**config.mk**
```make
export PLATFORM = sky130hd
export DESIGN_NAME = uart_rx_monitor
export DESIGN_NICKNAME = d
export VERILOG_FILES = /design/src/rtl/uart_rx_pkg.sv /design/src/rtl/uart_rx_fifo.sv /design/src/rtl/uart_rx_monitor.sv
export SDC_FILE = /design/constraint.sdc
export NUM_CORES = 1
export LEC_CHECK = 0
export ABC_AREA = 1
export BUFFER_PORTS_ARGS = -buffer_cell sky130_fd_sc_hd__buf_2
export CAP_MARGIN = 5
export CORE_UTILIZATION = 51
export CTS_CLUSTER_DIAMETER = 60
export DETAILED_ROUTE_END_ITERATION = 10
export PLACE_DENSITY = 0.76
export SLEW_MARGIN = 20
export SYNTH_ARGS = -nofsm -noshare
export SYNTH_HDL_FRONTEND = slang
export SYNTH_SLANG_ARGS = --single-unit
```
**constraint.sdc**
```tcl
create_clock -name io_clock -period 2.6 [get_ports io_clock]
set_input_delay 0.13 -clock io_clock [delete_from_list [all_inputs] [get_ports io_clock]]
set_output_delay 0.13 -clock io_clock [all_outputs]
set_load 0.02 [all_outputs]
```
**src/rtl/uart_rx_pkg.sv**
```systemverilog
// Shared types and defaults for the UART receive monitor.
// Optional macro UART_RX_PARITY_EN adds the even-parity state.
package uart_rx_pkg;

   localparam int DEF_CLK_FREQ_HZ = 100_000_000;
   localparam int DEF_BAUD        = 115_200;

   typedef enum logic [2:0] {
      ST_IDLE   = 3'd0,
      ST_START  = 3'd1,
      ST_DATA   = 3'd2,
`ifdef UART_RX_PARITY_EN
      ST_PARITY = 3'd3,
`endif
      ST_STOP   = 3'd4
   } rx_state_t;

endpackage

```
**src/rtl/uart_rx_fifo.sv**
```systemverilog
// Power-of-two byte FIFO with valid/ready pop; a pop frees space before a same-cycle push.
// Unaffected by UART_RX_PARITY_EN.
module uart_rx_fifo
   import uart_rx_pkg::*;
#(
   parameter int DEPTH = 4
) (
   input  logic       clk_i,
   input  logic       rst_i,
   input  logic       push_i,
   input  logic [7:0] push_data_i,
   input  logic       pop_i,
   output logic [7:0] data_o,
   output logic       valid_o,
   output logic       drop_o
);

   localparam int AW = $clog2(DEPTH);
   localparam int CW = AW + 1;

   logic [7:0]    mem_q [DEPTH];
   logic [AW-1:0] wr_ptr_q, wr_ptr_d;
   logic [AW-1:0] rd_ptr_q, rd_ptr_d;
   logic [CW-1:0] count_q, count_d;
   logic          full;
   logic          pop_ok;
   logic          push_ok;

   assign full    = (count_q == CW'(DEPTH));
   assign valid_o = (count_q != '0);
   assign pop_ok  = pop_i & valid_o;
   assign push_ok = push_i & (~full | pop_ok);
   assign drop_o  = push_i & ~push_ok;
   // Head is forced to zero when empty so the output is defined from reset.
   assign data_o  = valid_o ? mem_q[rd_ptr_q] : 8'h00;

   always_comb begin
      wr_ptr_d = wr_ptr_q;
      rd_ptr_d = rd_ptr_q;
      count_d  = count_q;
      if (push_ok) begin
         wr_ptr_d = wr_ptr_q + AW'(1);
      end
      if (pop_ok) begin
         rd_ptr_d = rd_ptr_q + AW'(1);
      end
      count_d = count_q + CW'(push_ok) - CW'(pop_ok);
   end

   always_ff @(posedge clk_i) begin
      if (rst_i) begin
         wr_ptr_q <= '0;
         rd_ptr_q <= '0;
         count_q  <= '0;
      end else begin
         wr_ptr_q <= wr_ptr_d;
         rd_ptr_q <= rd_ptr_d;
         count_q  <= count_d;
      end
   end

   always_ff @(posedge clk_i) begin
      if (push_ok) begin
         mem_q[wr_ptr_q] <= push_data_i;
      end
   end

endmodule

```
**src/rtl/uart_rx_monitor.sv**
```systemverilog
// UART receiver (8N1, or 8E1 when UART_RX_PARITY_EN is defined) feeding a byte FIFO,
// with sticky frame-error and overrun flags.
module uart_rx_monitor
   import uart_rx_pkg::*;
#(
   parameter int CLK_FREQ_HZ = DEF_CLK_FREQ_HZ,
   parameter int BAUD        = DEF_BAUD,
   parameter int FIFO_DEPTH  = 4
) (
   input  logic       io_clock,
   input  logic       io_reset,
   input  logic       io_rxd,
   output logic [7:0] io_data,
   output logic       io_valid,
   input  logic       io_ready,
   output logic       io_frameError,
   output logic       io_overrun,
   input  logic       io_clearErrors
);

   localparam int DIV = CLK_FREQ_HZ / BAUD;
   localparam int CW  = $clog2(DIV);
   localparam logic [CW-1:0] CNT_FULL = CW'(DIV - 1);
   localparam logic [CW-1:0] CNT_HALF = CW'(DIV / 2 - 1);

   logic          rxd_s1_q, rxd_s2_q;
   logic [1:0]    flush_q;
   logic          armed_q, armed_d;
   rx_state_t     state_q, state_d;
   logic [CW-1:0] cnt_q, cnt_d;
   logic [2:0]    bit_idx_q, bit_idx_d;
   logic [7:0]    shift_q, shift_d;
   logic          brk_wait_q, brk_wait_d;
   logic          push_q, push_d;
   logic [7:0]    push_data_q, push_data_d;
   logic          frame_err_q, frame_err_d;
   logic          overrun_q, overrun_d;
   logic          frame_set;
   logic          tick;
   logic          fifo_drop;
`ifdef UART_RX_PARITY_EN
   logic          par_bad_q, par_bad_d;
`endif

   assign tick = (cnt_q == '0);

   // armed_q only rises once the synchronizer holds a real high level, so a line
   // held low through reset cannot look like a start edge afterwards.
   assign armed_d = armed_q | (flush_q[1] & rxd_s2_q);

   always_comb begin
      state_d     = state_q;
      cnt_d       = cnt_q;
      bit_idx_d   = bit_idx_q;
      shift_d     = shift_q;
      brk_wait_d  = brk_wait_q;
      push_d      = 1'b0;
      push_data_d = push_data_q;
      frame_set   = 1'b0;
`ifdef UART_RX_PARITY_EN
      par_bad_d   = par_bad_q;
`endif
      case (state_q)
         ST_IDLE: begin
            if (armed_q && !rxd_s2_q) begin
               state_d = ST_START;
               cnt_d   = CNT_HALF;
            end
         end
         ST_START: begin
            if (!tick) begin
               cnt_d = cnt_q - CW'(1);
            end else if (!rxd_s2_q) begin
               state_d   = ST_DATA;
               cnt_d     = CNT_FULL;
               bit_idx_d = 3'd0;
            end else begin
               state_d = ST_IDLE;
            end
         end
         ST_DATA: begin
            if (!tick) begin
               cnt_d = cnt_q - CW'(1);
            end else begin
               shift_d = {rxd_s2_q, shift_q[7:1]};
               cnt_d   = CNT_FULL;
               if (bit_idx_q == 3'd7) begin
`ifdef UART_RX_PARITY_EN
                  state_d = ST_PARITY;
`else
                  state_d = ST_STOP;
`endif
               end else begin
                  bit_idx_d = bit_idx_q + 3'd1;
               end
            end
         end
`ifdef UART_RX_PARITY_EN
         ST_PARITY: begin
            if (!tick) begin
               cnt_d = cnt_q - CW'(1);
            end else begin
               par_bad_d = ^{shift_q, rxd_s2_q};
               cnt_d     = CNT_FULL;
               state_d   = ST_STOP;
            end
         end
`endif
         ST_STOP: begin
            if (brk_wait_q) begin
               if (rxd_s2_q) begin
                  brk_wait_d = 1'b0;
                  state_d    = ST_IDLE;
               end
            end else if (!tick) begin
               cnt_d = cnt_q - CW'(1);
            end else if (rxd_s2_q) begin
               state_d = ST_IDLE;
`ifdef UART_RX_PARITY_EN
               if (par_bad_q) begin
                  frame_set = 1'b1;
               end else begin
                  push_d      = 1'b1;
                  push_data_d = shift_q;
               end
`else
               push_d      = 1'b1;
               push_data_d = shift_q;
`endif
            end else begin
               frame_set  = 1'b1;
               brk_wait_d = 1'b1;
            end
         end
         default: begin
            state_d = ST_IDLE;
         end
      endcase
   end

   // Setting a flag wins over a same-cycle clear.
   assign frame_err_d = (frame_err_q & ~io_clearErrors) | frame_set;
   assign overrun_d   = (overrun_q & ~io_clearErrors) | fifo_drop;

   always_ff @(posedge io_clock) begin
      if (io_reset) begin
         rxd_s1_q    <= 1'b1;
         rxd_s2_q    <= 1'b1;
         flush_q     <= 2'b00;
         armed_q     <= 1'b0;
         state_q     <= ST_IDLE;
         cnt_q       <= '0;
         bit_idx_q   <= 3'd0;
         shift_q     <= 8'h00;
         brk_wait_q  <= 1'b0;
         push_q      <= 1'b0;
         push_data_q <= 8'h00;
         frame_err_q <= 1'b0;
         overrun_q   <= 1'b0;
      end else begin
         rxd_s1_q    <= io_rxd;
         rxd_s2_q    <= rxd_s1_q;
         flush_q     <= {flush_q[0], 1'b1};
         armed_q     <= armed_d;
         state_q     <= state_d;
         cnt_q       <= cnt_d;
         bit_idx_q   <= bit_idx_d;
         shift_q     <= shift_d;
         brk_wait_q  <= brk_wait_d;
         push_q      <= push_d;
         push_data_q <= push_data_d;
         frame_err_q <= frame_err_d;
         overrun_q   <= overrun_d;
      end
   end

`ifdef UART_RX_PARITY_EN
   always_ff @(posedge io_clock) begin
      if (io_reset) begin
         par_bad_q <= 1'b0;
      end else begin
         par_bad_q <= par_bad_d;
      end
   end
`endif

   uart_rx_fifo #(
      .DEPTH (FIFO_DEPTH)
   ) u_fifo (
      .clk_i       (io_clock),
      .rst_i       (io_reset),
      .push_i      (push_q),
      .push_data_i (push_data_q),
      .pop_i       (io_ready),
      .data_o      (io_data),
      .valid_o     (io_valid),
      .drop_o      (fifo_drop)
   );

   assign io_frameError = frame_err_q;
   assign io_overrun    = overrun_q;

endmodule

```
---- Yosys cells after proc, flatten, opt, wreduce, memory -nomap -nowiden ----
Memory sizes are Yosys's and may differ from the RTL's. A register that Yosys moved wholly into a read port is not among the register bits.
Cells that the tools add are included.
storage, ports and cells
  flip-flop bits (word level) ............. 48
  latch bits .............................. 0
  memory bits (writable) .................. 32
  memory bits (read-only) ................. 0
  input bits .............................. 5
  memories ................................ 1
operators by class
  add/subtract/negate cells ............... 6
  $mul .................................... 0
  divide/modulo/power cells ............... 0
  order comparisons ....................... 0
  equal/unequal tests ..................... 15
  shift operators ......................... 0
  mux-type cells .......................... 33
  bitwise logic cells ..................... 16
  reductions and logical operators ........ 13
memories
  memory        words  bits a word  rd ports  clocked after Yosys merged registers in  write ports  RTL line            text
  u_fifo.mem_q  4      8            1         1                                        1            uart_rx_fifo.sv:21  logic [7:0] mem_q [DEPTH];
operators with widths
  operator                                                               number
  10-bit 2-to-1 mux                                                      6
  10-bit case mux with 4 select lines                                    1
  3-bit 2-to-1 mux                                                       11
  2-bit != test, second input constant                                   8
  5-bit AND reduction                                                    3
  3-bit case mux with 4 select lines                                     1
  10-bit zero test                                                       1
  10-bit by 1-bit subtractor with 10-bit output, second input constant   1
  3-bit equality test, second input constant                             3
  1-bit 2-to-1 mux                                                       9
  8-bit 2-to-1 mux                                                       1
  1-bit bitwise AND                                                      6
  2-bit 2-to-1 mux                                                       3
  3-bit != test, second input constant                                   2
  1-bit NOT                                                              6
  3-bit case mux with 2 select lines                                     1
  2-bit by 1-bit adder with 2-bit output, second input constant          2
  1-bit OR                                                               4
  4-bit AND reduction                                                    1
  4-bit nonzero test                                                     1
  4-bit OR reduction                                                     1
  3-bit by 1-bit adder with 3-bit output                                 1
  3-bit by 1-bit adder with 3-bit output, second input constant          1
  3-bit by 1-bit equality test with 1-bit output, second input constant  1
  other kinds (8)                                                        8

---- Logic depth before layout (Yosys ltp) ----
  depth in word-level cells ............... 7
  gate-level depth with buffers ........... 11
  gate-level depth less buffers ........... 11

---- Modules after synthesis ----
A second synthesis with hierarchy kept.
unflattened totals
  cell total of the unflattened synthesis .. 437
  area total of the unflattened synthesis .. 3698.5 µm²
by module, submodules not included
  module           instances  cells an instance  area each (µm²)  sequential area each (µm²)
  uart_rx_monitor  1          270                1950.6           820.8
  uart_rx_fifo     1          167                1747.9           1141.1

---- Worst setup path before layout ----
Ideal clock, no wire load.
  path type ............................... register to register
  start point ............................. reg u_fifo.count_q[1]
  end point ............................... reg u_fifo.count_q[2]
  library setup time ...................... 70 ps
  arrival ................................. 2124 ps
  data required time ...................... 2530 ps
  slack ................................... 406 ps
  cell stages (with the launch flop) ...... 11
  buffers on the path ..................... 0
  period minus slack after synthesis ...... 2194 ps
  cells stage by stage .................... dfxtp_1 > nor2_1 > inv_1 > nor2_2 > nor2_1 > ha_1 > inv_1 > ha_1 > fa_1 > or2_2 > a21oi_1
on the way
  word-level cells in the longest chain between the ends .. 6
  elaborated cells between the ends (all ways) .. 8
  those cells by class .................... add/sub (2); eq/ne (1); bitwise (4); reduce/logical (1)
ends and longest elaborated chain
  item                                             RTL line            text
  start, declared                                  uart_rx_fifo.sv:24  logic [CW-1:0] count_q, count_d;
  start signal, assigned                           uart_rx_fifo.sv:58  count_q <= count_d;
  3-bit nonzero test (*)                           uart_rx_fifo.sv:30  assign valid_o = (count_q != '0);
  1-bit bitwise AND (*)                            uart_rx_fifo.sv:31  assign pop_ok = pop_i & valid_o;
  via u_fifo.pop_ok                                uart_rx_fifo.sv:26  logic pop_ok;
  1-bit OR                                         uart_rx_fifo.sv:32  assign push_ok = push_i & (~full | pop_ok);
  1-bit bitwise AND                                uart_rx_fifo.sv:32
  3-bit by 1-bit adder with 3-bit output           uart_rx_fifo.sv:47  count_d = count_q + CW'(push_ok) - CW'(pop_ok);
  3-bit by 1-bit subtractor with 3-bit output (*)  uart_rx_fifo.sv:47
Mark *: on every way through the listed nets, which the timed path passes. The rest lies on a longest branch.
A chain may end at the register's enable or synchronous reset.

---- Worst setup path in the final report ----
Ends and elaborated chain as after synthesis.

==> reports/metrics.cfg <==
[outcome]
outcome = finished, final reports clean

[setup_path]
cp-end-kind = register
r2r-start = u_fifo.count_q[1]
rr_worst_depth = 10
required_ps = 2870
cp-startpoint = u_fifo.count_q[1]
setup.worst_path.start_class = register
crit_arrival_ps = 2400
path_class = register to register
critPathMaxFanout = 5

[logic_synthesis]
synth_area_mm2 = 0.00363
yosysTopAreaCell = dfxtp_1
syn-instance-count = 425
netlist_top_cells_count = 80 x nor2_1, 53 x nand2_1, 50 x dfxtp_1
netlist_top_cells_area = dfxtp_1 28%, edfxtp_1 26%, nor2_1 8.3%
synth_ff_type = dfxtp_1
postSynthAreaPerCell_um2 = 8.55
synth_most_common_cell = nor2_1
ys_types = 31
ys_seq_elements = 82
synth-async-reset-ratio_pct = 0
yosys.area.top_type_share_pct = 27.5
synth_edf_count = 32
ys_seq_area_share_pct = 54.0
syn_nets = 440
yosys_warnings = 0

[timing]
relSlewSlack_pct = 43.3
setup_violations = 0
clock_skew_ps = 11.1
drv_slew = 0
max_freq_mhz = 471
hold-worst-slack_ps = 54.5
hold_viol = 0
rsz0062_at_grt = no
worst_pin_slew_ps = 847
finalCritPeriodShare_pct = 81.7
setup_tns_ps = 0
fin_crit_ps = 2120

[floorplan]
start_util_pct = 53.2
ios = 16
die_h_um = 86.4
core_area_mm2 = 0.00683
dieWidth_um = 86.4
num_rows = 30
die_area_mm2 = 0.00747

[routing]
wl_per_cell_um = 11.5
dr.pass1.iters = 4
wirelength_mm = 6.24
routed_via_density = 4.95
antenna_left = 0
drc = 0
first_iter_violations = 96
vias = 2677

[cells_and_area]
final_nets = 455
register_area_mm2 = 0.00196
fillers = 626
stdcell_area_mm2 = 0.00397
multi_input_area_mm2 = 0.00140
diodes = 0
drive_gt1_share_pct = 13.3
areaGrowthSynthToFinish_pct = 9.13

[cts]
cts_tree = done
clock_path_buffers = 2
post_cts_buffers = 0
hold_buffers = 1
worstSkewPairLatency_ps = 350
cts_resized = 0
clock-sinks = 82
htreeDepth = 3
cts.root.buffer_cell = clkbuf_8
cts_made_buffers = 9
clkTransAtPathRegs_ps = 70

[global_routing]
grt_overflow_total = 0
grt_max_degree = 26
grt_pass1_wl_mm = 10.6
antenna_found_initial = 0
grt_pass1_vias = 2473
grtUsageTotal_pct = 18.4

[place]
hpwl_mm = 4.24
place_area_mm2 = 0.00377
gp_congestion = 0.862
portBuffers = 15

[flow_run]
cap_viol_max_count = 0

[min_path]
holdPathStages = 4
min-delay-start = io_clearErrors
hold_class = input pin to register

[power_and_ir_drop]
max-vdd-ir-drop_uv = 467
powerDensity_mw_per_mm2 = 923
leakage_nw = 1.56

## kinds of logic (layout without fill, tap and decap cells)
| logic type | after synthesis | count (layout) | synth area share (%) |
|---|---|---|---|
| fa+ha+maj | 10 | 10 | 3.65 |
| compound gates | 83 | 83 | 11.8 |
| simple gates | 177 | 177 | 21.7 |
| flops | 82 | 82 | 54.0 |
| buf+inv | 67 | 87 | 7.47 |
| xor+xnor | 6 | 6 | 1.45 |
## worst max-delay path, cell delays in order (launching register included)
cell and delay (ps):
dfxtp_1 330, nor2_1 170, inv_1 70, nor2_2 90
nor2_1 90, ha_1 280, inv_1 40, ha_1 180
fa_1 390, or2_2 310, a21oi_1 110
## placed cells by master, fill, tap and decap left out
master,n
clkinvlp_4,1
fa_1,1
inv_1,47
xor2_1,6
o22ai_1,1
nor2_1,80
nand2_1,53
a21oi_1,42
or2_2,3
dlygate4sd3_1,1
o21ai_1,9
buf_2,15
buf_4,1
o21ai_0,28
o21ai_2,2
nand3_1,21
edfxtp_1,32
bufinv_16,1
nand3b_1,1
nor3_1,1
ha_1,9
clkinv_2,2
nand4_1,2
clkbuf_1,2
inv_2,7
clkbuf_8,9
nand2_4,1
nor2_4,3
nand3_2,2
clkinv_4,1
nand3_4,1
nand2_2,4
a21oi_2,1
dfxtp_1,50
nor2_2,5
## per-layer routing
metal | vias up | routed length (um) | global-route usage [%]
met2 | 39 | 3040 | 32.3
met1 | 1212 | 2880 | 21.1
met3 | 10 | 182 | 3.43
li1 | 1416 | - | -
met4 | 0 | 137 | 10.2
met5 | - | 0 | 0
## sequential cells by signal (all words and copies together), names as in the netlist, named ones only
signal           flops
u_fifo.mem_q        32
cnt_q               10
push_data_q          8
shift_q              8
bit_idx_q            3
state_q              3
u_fifo.count_q       3
flush_q              2
u_fifo.rd_ptr_q      2
u_fifo.wr_ptr_q      2
armed_q              1
brk_wait_q           1
io_frameError        1
io_overrun           1
push_q               1
rxd_s1_q             1
rxd_s2_q             1
## worst paths after layout
kind                       end  slack [ps]
min reg2reg         flush_q[1]         410
min              io_frameError          50
max reg2reg  u_fifo.count_q[2]         480
max          u_fifo.count_q[2]         480
## power by group
group          leakage [nW]  internal [mW]  switching [mW]
logic                 0.763          0.430           0.838
clock network        0.0933          0.443           0.440
registers             0.703           1.41           0.100
## stage by stage
| stage | cells | setup slack, ps | power [mW] | utilization, % |
|---|---|---|---|---|
| 2_1_floorplan | 425 | 406 | 2.51 | - |
| 3_3_place_gp | 524 | 573 | 2.76 | 55.1 |
| 3_5_place_dp | 524 | 495 | 2.80 | 55.1 |
| 4_1_cts | 541 | 464 | 3.68 | 58.0 |
| 5_1_grt | 541 | 283 | 3.92 | 58.0 |
| 6_report | 541 | 477 | 3.66 | 58.0 |
## layout make-up
class | instances | area share (%)
tap | 96 | 3.03
clock inverter | 5 | 1.42
sequential | 82 | 49.5
timing repair buffer | 17 | 2.34
clock buffer | 11 | 3.31
inverter | 54 | 5.11
multi-input combinational | 276 | 35.3
No activity file was read; power rests on OpenSTA's default activity.
